===== config.mk =====
export PLATFORM = sky130hd
export DESIGN_NAME = seg_src_arbiter_flat
export DESIGN_NICKNAME = d
export VERILOG_FILES = /design/src/rtl/seg_pkg.sv /design/src/rtl/seg_src_arbiter_if.sv /design/src/rtl/rr_pick3.sv /design/src/rtl/seg_src_arbiter.sv /design/src/flat_wrapper.sv
export SDC_FILE = /design/constraint.sdc
export NUM_CORES = 1
export LEC_CHECK = 0
export ABC_CLOCK_PERIOD_IN_PS = 3860
export BUFFER_PORTS_ARGS = -buffer_cell sky130_fd_sc_hd__buf_2
export CAP_MARGIN = 20
export CELL_PAD_IN_SITES_DETAIL_PLACEMENT = 0
export CELL_PAD_IN_SITES_GLOBAL_PLACEMENT = 1
export CORE_ASPECT_RATIO = 0.9
export CORE_MARGIN = 8
export CORE_UTILIZATION = 40
export DETAILED_ROUTE_END_ITERATION = 7
export PLACE_DENSITY_LB_ADDON = 0.1
export SLEW_MARGIN = 5
export SYNTH_ARGS = -nofsm -noshare
export SYNTH_HDL_FRONTEND = slang
export SYNTH_SLANG_ARGS = --single-unit

===== constraint.sdc =====
create_clock -name sys_clk -period 3.86 [get_ports sys_clk]
set_clock_uncertainty 0.2 [all_clocks]
set_input_delay 0.386 -clock sys_clk [delete_from_list [all_inputs] [get_ports sys_clk]]
set_output_delay 0.386 -clock sys_clk [all_outputs]
set_load 0.02 [all_outputs]

===== src/rtl/seg_pkg.sv =====
// Shared types and helpers for the seven-segment display source arbiter.
package seg_pkg;

    localparam int unsigned DATA_W  = 14;
    localparam int unsigned POINT_W = 4;
    localparam int unsigned NUM_REQ = 3;
    localparam int unsigned IDX_W   = 2;
    localparam int unsigned HOLD_W  = 27;

    typedef enum logic {
        ST_IDLE  = 1'b0,
        ST_GRANT = 1'b1
    } arb_state_e;

    // One display payload as carried on the shared datapath
    typedef struct packed {
        logic [DATA_W-1:0]  data;
        logic [POINT_W-1:0] point;
        logic               sign;
        logic               seg_en;
    } disp_t;

    function automatic logic [NUM_REQ-1:0] idx2onehot(input logic [IDX_W-1:0] idx);
        idx2onehot = NUM_REQ'(1) << idx;
    endfunction

    function automatic logic [IDX_W-1:0] onehot2idx(input logic [NUM_REQ-1:0] oh);
        onehot2idx = '0;
        for (int unsigned i = 0; i < NUM_REQ; i++) begin
            if (oh[i]) onehot2idx = IDX_W'(i);
        end
    endfunction

endpackage


===== src/rtl/seg_src_arbiter_if.sv =====
// Requester-side bus and display-side outputs of the display source arbiter.
interface seg_src_arbiter_if;
    import seg_pkg::*;

    logic [NUM_REQ-1:0]         req;
    logic [NUM_REQ*DATA_W-1:0]  src_data;
    logic [NUM_REQ*POINT_W-1:0] src_point;
    logic [NUM_REQ-1:0]         src_sign;
    logic [NUM_REQ-1:0]         src_seg_en;
    logic [NUM_REQ-1:0]         gnt;
    logic [DATA_W-1:0]          data;
    logic [POINT_W-1:0]         point;
    logic                       sign;
    logic                       seg_en;

    modport master (
        output req, src_data, src_point, src_sign, src_seg_en,
        input  gnt, data, point, sign, seg_en
    );

    modport slave (
        input  req, src_data, src_point, src_sign, src_seg_en,
        output gnt, data, point, sign, seg_en
    );

endinterface


===== src/rtl/rr_pick3.sv =====
// Combinational round-robin pick over three requesters, searching from last+1,
// optionally excluding one index (the current owner).
module rr_pick3
    import seg_pkg::*;
(
    input  logic [NUM_REQ-1:0] req,
    input  logic [IDX_W-1:0]   last,
    input  logic               excl_en,
    input  logic [IDX_W-1:0]   excl_idx,
    output logic               valid,
    output logic [IDX_W-1:0]   idx
);

    logic [NUM_REQ-1:0] cand;
    logic [IDX_W-1:0]   start;
    logic [IDX_W-1:0]   pos;
    logic               found;

    always_comb begin
        cand  = req;
        if (excl_en) cand = cand & ~idx2onehot(excl_idx);
        start = (last >= IDX_W'(NUM_REQ - 1)) ? '0 : last + 1'b1;
        found = 1'b0;
        idx   = '0;
        pos   = '0;
        for (int unsigned k = 0; k < NUM_REQ; k++) begin
            pos = IDX_W'((32'(start) + k) % NUM_REQ);
            if (!found && cand[pos]) begin
                found = 1'b1;
                idx   = pos;
            end
        end
        valid = found;
    end

endmodule


===== src/rtl/seg_src_arbiter.sv =====
// Shares one seven-segment display datapath among three requesters with
// round-robin arbitration and a minimum on-screen hold per grant.
module seg_src_arbiter
    import seg_pkg::*;
#(
    parameter logic [HOLD_W-1:0] HOLD_MAX = 27'd99_999_999
) (
    input  logic             sys_clk,
    input  logic             sys_rst,
    seg_src_arbiter_if.slave bus
);

    arb_state_e         state_q;
    logic [NUM_REQ-1:0] gnt_q;
    logic [IDX_W-1:0]   cur_q;
    logic [IDX_W-1:0]   last_q;
    logic [HOLD_W-1:0]  hold_cnt_q;
    disp_t              disp_q;
    disp_t              src_sel;

    logic               excl_en;
    logic               pick_valid;
    logic [IDX_W-1:0]   pick_idx;
    logic               cur_req;
    logic               hold_done;

    // While granted, last equals the owner, so the search starts just past it
    assign excl_en   = (state_q == ST_GRANT);
    assign cur_req   = bus.req[cur_q];
    assign hold_done = (hold_cnt_q == HOLD_MAX);

    rr_pick3 u_pick (
        .req      (bus.req),
        .last     (last_q),
        .excl_en  (excl_en),
        .excl_idx (cur_q),
        .valid    (pick_valid),
        .idx      (pick_idx)
    );

    always_comb begin
        src_sel.data   = bus.src_data[32'(cur_q) * DATA_W +: DATA_W];
        src_sel.point  = bus.src_point[32'(cur_q) * POINT_W +: POINT_W];
        src_sel.sign   = bus.src_sign[cur_q];
        src_sel.seg_en = bus.src_seg_en[cur_q];
    end

    always_ff @(posedge sys_clk) begin
        if (sys_rst) begin
            state_q    <= ST_IDLE;
            gnt_q      <= '0;
            cur_q      <= '0;
            last_q     <= IDX_W'(NUM_REQ - 1);
            hold_cnt_q <= '0;
            disp_q     <= '0;
        end else begin
            disp_q <= (state_q == ST_GRANT) ? src_sel : '0;
            case (state_q)
                ST_IDLE: begin
                    if (pick_valid) begin
                        state_q    <= ST_GRANT;
                        gnt_q      <= idx2onehot(pick_idx);
                        cur_q      <= pick_idx;
                        last_q     <= pick_idx;
                        hold_cnt_q <= '0;
                    end
                end
                ST_GRANT: begin
                    if (!cur_req && !pick_valid) begin
                        state_q    <= ST_IDLE;
                        gnt_q      <= '0;
                        hold_cnt_q <= '0;
                    end else if ((!cur_req || hold_done) && pick_valid) begin
                        // Owner left or served its hold: hand over with no idle gap
                        gnt_q      <= idx2onehot(pick_idx);
                        cur_q      <= pick_idx;
                        last_q     <= pick_idx;
                        hold_cnt_q <= '0;
                    end else if (!hold_done) begin
                        hold_cnt_q <= hold_cnt_q + 1'b1;
                    end
                end
            endcase
        end
    end

    assign bus.gnt    = gnt_q;
    assign bus.data   = disp_q.data;
    assign bus.point  = disp_q.point;
    assign bus.sign   = disp_q.sign;
    assign bus.seg_en = disp_q.seg_en;

endmodule


===== src/flat_wrapper.sv =====
// flat-port wrapper written by rule: the top's interface ports become plain ports
module seg_src_arbiter_flat import seg_pkg::*;
#(
    parameter logic [HOLD_W-1:0] HOLD_MAX = 27'd99_999_999
)
  (sys_clk, sys_rst, bus_req, bus_src_data, bus_src_point, bus_src_sign, bus_src_seg_en, bus_gnt, bus_data, bus_point, bus_sign, bus_seg_en);
  seg_src_arbiter_if bus_i ();
  input  logic sys_clk;
  input  logic sys_rst;
  input wire logic [$bits(bus_i.req)-1:0] bus_req;
  input wire logic [$bits(bus_i.src_data)-1:0] bus_src_data;
  input wire logic [$bits(bus_i.src_point)-1:0] bus_src_point;
  input wire logic [$bits(bus_i.src_sign)-1:0] bus_src_sign;
  input wire logic [$bits(bus_i.src_seg_en)-1:0] bus_src_seg_en;
  output wire logic [$bits(bus_i.gnt)-1:0] bus_gnt;
  output wire logic [$bits(bus_i.data)-1:0] bus_data;
  output wire logic [$bits(bus_i.point)-1:0] bus_point;
  output wire logic [$bits(bus_i.sign)-1:0] bus_sign;
  output wire logic [$bits(bus_i.seg_en)-1:0] bus_seg_en;
  assign bus_i.req = bus_req;
  assign bus_i.src_data = bus_src_data;
  assign bus_i.src_point = bus_src_point;
  assign bus_i.src_sign = bus_src_sign;
  assign bus_i.src_seg_en = bus_src_seg_en;
  assign bus_gnt = bus_i.gnt;
  assign bus_data = bus_i.data;
  assign bus_point = bus_i.point;
  assign bus_sign = bus_i.sign;
  assign bus_seg_en = bus_i.seg_en;
  seg_src_arbiter #(.HOLD_MAX(HOLD_MAX)) u_core (.sys_clk(sys_clk), .sys_rst(sys_rst), .bus(bus_i));
endmodule

==> flow_summary.rst <==
.. list-table::
   :header-rows: 1

   * - Metric
     - Value
   * - Status
     - finished clean
   * - Unrepaired setup endpoints after global routing
     - false
   * - Critical Path Sink Type
     - register
   * - Worst-margin pin slew
     - 949 ps
   * - Dominant synthesized flop cell
     - sky130_fd_sc_hd__dfxtp_1
   * - Static leakage
     - 1.35 nW
   * - Gpl congestion
     - 0.828
   * - Highest attainable clock frequency
     - 327 MHz
   * - CP max FO
     - 27
   * - Number of rows created at floorplan
     - 29
   * - Number of ports placed on the die boundary
     - 88
   * - Instance count along the most critical hold path
     - 3
   * - CP arrival
     - 3060 ps
   * - Number of flip-flops and latches in the synthesized netlist
     - 54
   * - Placed wire-length estimate after detailed placement
     - 6540 microns
   * - Register-to-register setup slack
     - 800 ps
   * - Proportion of synthesized flip-flops having asynchronous set or reset
     - 0%
   * - Sum of routed wire length over all layers
     - 8410 microns
   * - Detailed-router iteration count before antenna repair
     - 4
   * - Startpoint class of the critical path
     - register
   * - Stages on worst setup path
     - 6
   * - Biggest area consumer among synthesized cells
     - sky130_fd_sc_hd__dfxtp_1
   * - Worst EP required
     - a little under 4000 ps
   * - Core region area
     - 7080 sq um
   * - Die Footprint
     - a little over 10000 sq um
   * - Hold Startpoint
     - bus_src_point[4]
   * - Highest cell delay on the worst timing path
     - ~900 ps
   * - Max-capacitance violation count
     - 0
   * - Area contributors post-synth
     - sky130_fd_sc_hd__dfxtp_1, sky130_fd_sc_hd__mux2i_1, sky130_fd_sc_hd__a21oi_1
   * - Buffer count from post-CTS setup fixing
     - 0
   * - Max-slew violations
     - 0
   * - Final sum of negative setup slack
     - 0 ps
   * - TritonCTS sink count
     - 54
   * - Max_slew headroom
     - a little over a third
   * - Number of antenna violations at the first check in global routing
     - 0
   * - Worst min-delay path endpoint
     - u_core.bus.point[0]
   * - Net count after synthesis
     - about 430
   * - CP Cell Sequence
     - and2b_1 -> o2bb2ai_2 -> nand2_1 -> a21oi_1 -> a21oi_1 -> nor4_1
   * - Post-synthesis instance total
     - 363
   * - Destination of the worst register-to-register timing path
     - u_core.hold_cnt_q[18]
   * - Critical path type
     - reg2reg
   * - Power density cells
     - 337 nW/um^2
   * - Cell family with the largest share of critical-path delay
     - compound AO/OA/AOI/OAI gates
   * - Hold WC Path Type
     - in2reg
   * - Final Hold Viols
     - 0
   * - Max stage delay cell, worst path
     - sky130_fd_sc_hd__dfxtp_1
   * - Cts bufs inserted
     - 5
   * - Number of gates given a new drive strength after cts
     - 0
   * - Warnings from Yosys
     - 0
   * - Setup slack after layout
     - 802 ps
   * - Depth of the worst register-to-register path
     - 6
   * - Worst path bufs/invs
     - 0
   * - Fraction of post-synthesis cell area in the top cell type by area
     - 37.0%
   * - Fraction of the cycle the final worst path needs
     - 79.2%
   * - Syn-to-layout area delta
     - 20.0%
   * - Gr ovfl total
     - 0
   * - Maximum number of pins on one net before global-route repair
     - 29
   * - Number of nets in the layout
     - ~500
   * - Root Buffer
     - sky130_fd_sc_hd__clkbuf_8
   * - Total standard cell area after synthesis
     - just under 3000 sq um
   * - Mean instance size in the synthesized netlist
     - 8.06 sq um
   * - Top cell by count, worst path
     - sky130_fd_sc_hd__a21oi_1
   * - EDFF count, synth
     - 0
   * - First-pass GRT wire length
     - 14500 microns
   * - Clock tree from TritonCTS
     - yes
   * - Fraction of layout cells with a size suffix above 1
     - between 20% and 30%
   * - Die height
     - roughly 97 microns
   * - DR vias/cell
     - 5.42
   * - Vias in the first global route
     - approximately 3000
   * - DRC viols
     - 0
   * - Number of antenna-violating nets in the routed design
     - 0
   * - Hold buffers post-CTS
     - 0
   * - GRT Overall Usage
     - around 17%
   * - Placement-stage worst setup slack
     - approximately 850 ps
   * - Routed length per placed instance
     - roughly 16 microns
   * - Number of distinct library cell variants in the gate-level netlist after synthesis
     - 55
   * - Number of buffers added on ports
     - between 80 and 90
   * - Worst reg2reg path startpoint
     - u_core.last_q[0]
   * - Max VDD drop
     - 0.000136 V
   * - Total of endpoints with negative setup slack in the final report
     - 0
   * - H-tree level count
     - 2
   * - Total number of vias
     - 2894
   * - Min Tclk post-route
     - approximately 3100 ps
   * - Sequential fraction of the synthesis area
     - between 30% and 40%
   * - Number of antenna repair diodes
     - 0
   * - Die W
     - 106 microns
   * - Initial DRC count
     - 127
   * - Deepest clock path buffer count
     - 2
   * - Clock latency on the worst-skew pair
     - 310 ps
   * - Initial Util
     - 41.3%
   * - Clock slew at the register clock pins of the worst setup and hold paths
     - 100 ps
==> worst max-delay path by stage <==
stage	start	endpoint	slack (ps)
finish	u_core.last_q[0]	u_core.hold_cnt_q[18]	800
global route	u_core.last_q[0]	u_core.hold_cnt_q[18]	520
CTS	u_core.last_q[0]	u_core.hold_cnt_q[11]	820
detailed placement	u_core.last_q[0]	u_core.hold_cnt_q[11]	850
global placement	u_core.last_q[0]	u_core.hold_cnt_q[17]	970
floorplan	u_core.hold_cnt_q[0]	u_core.hold_cnt_q[15]	1700
==> metrics by stage <==
stage | std cells | instance area (sq um) | hold slack, ps | utilization, % | power, mW
2_1_floorplan | 363 | 2930 | 231 | - | 0.744
3_3_place_gp | 526 | 3400 | 256 | 48.1 | 0.819
3_5_place_dp | 526 | 3400 | 256 | 48.1 | 0.819
4_1_cts | 534 | 3510 | 92.1 | 49.6 | 1.19
5_1_grt | 534 | 3510 | 95.5 | 49.6 | 1.24
6_report | 534 | 3510 | 103 | 49.6 | 1.18
==> cell usage after synthesis (all sizes together), types with 2 or more instances <==
library cell,number
nor2,60
dfxtp,54
a21oi,48
mux2i,30
nand2,26
nand3,19
nor3,12
clkbuf,11
buf,9
nand4,9
o21ai,9
a311oi,8
and2,8
a211oi,5
and3,5
a31oi,4
and4,4
nand2b,4
nor4,4
a41oi,3
inv,3
nor2b,3
nand4b,2
o211ai,2
or3,2
==> sequential cells by signal, indices dropped and copies added (netlist names) <==
register,flops
u_core.cur_q,1
u_core.bus.gnt,3
u_core.last_q,2
u_core.bus.data,14
u_core.bus.sign,1
u_core.bus.seg_en,1
u_core.bus.point,4
u_core.excl_en,1
u_core.hold_cnt_q,27
==> cell usage in the layout, fill, tap and decap left out, types with 4 or more instances in the layout <==
cell	instances
sky130_fd_sc_hd__and2_1	7
sky130_fd_sc_hd__nand3_1	19
sky130_fd_sc_hd__nand2_1	26
sky130_fd_sc_hd__nor2_1	60
sky130_fd_sc_hd__nand2b_1	4
sky130_fd_sc_hd__nand4_1	8
sky130_fd_sc_hd__a21oi_1	48
sky130_fd_sc_hd__and3_1	5
sky130_fd_sc_hd__o21ai_0	8
sky130_fd_sc_hd__a31oi_1	4
sky130_fd_sc_hd__mux2i_1	30
sky130_fd_sc_hd__nor3_1	11
sky130_fd_sc_hd__clkbuf_8	5
sky130_fd_sc_hd__buf_2	87
sky130_fd_sc_hd__a311oi_1	8
sky130_fd_sc_hd__dfxtp_1	54
==> final cells by class <==
class | count | area [sq um]
clock buffer | 7 | 76.3
clock inverter | 1 | 30.0
fill | 741 | 3570
inverter | 3 | 11.3
multi-input combinational | 286 | 1740
sequential | 54 | 1080
tap | 93 | 116
timing repair buffer | 90 | 458
==> power breakdown <==
part / internal, mW / leakage [nW] / switching (mW) / total, mW
registers: 0.576 / 0.439 / 0.0176 / 0.594
logic: 0.0871 / 0.861 / 0.124 / 0.211
clock network: 0.195 / 0.0524 / 0.184 / 0.378
total: 0.858 / 1.35 / 0.325 / 1.18
==> worst reg2reg max path, delay by kind of cell, from the launching register on <==
family / cells / cell delay, ps
flip-flops: 1 / 900
AO/OA/AOI/OAI: 3 / 940
AND/OR/NAND/NOR: 3 / 930
==> layer usage <==
layer | up-vias | GRT usage [%] | part of all wire (%)
li1 | 1482 | - | -
met1 | 1316 | 21.9 | 47
met2 | 91 | 25.3 | 44
met3 | 5 | 6.90 | 8.8
met4 | 0 | 3.35 | 0.65
met5 | - | 0 | 0
==> logic make-up (layout without fill, tap and decap cells) <==
kind of cell / count (synthesis) / after routing / share of synthesized area [%]
and+or+nand+nor: 166 / 166 / 29.3
buffers and inverters: 23 / 101 / 3.68
AOI/OAI and AO/OA: 88 / 88 / 19.0
adders and majority gates: 1 / 1 / 0.428
muxes: 31 / 31 / 10.7
DFF: 54 / 54 / 37.0
No activity file was read; power rests on OpenSTA's default activity.
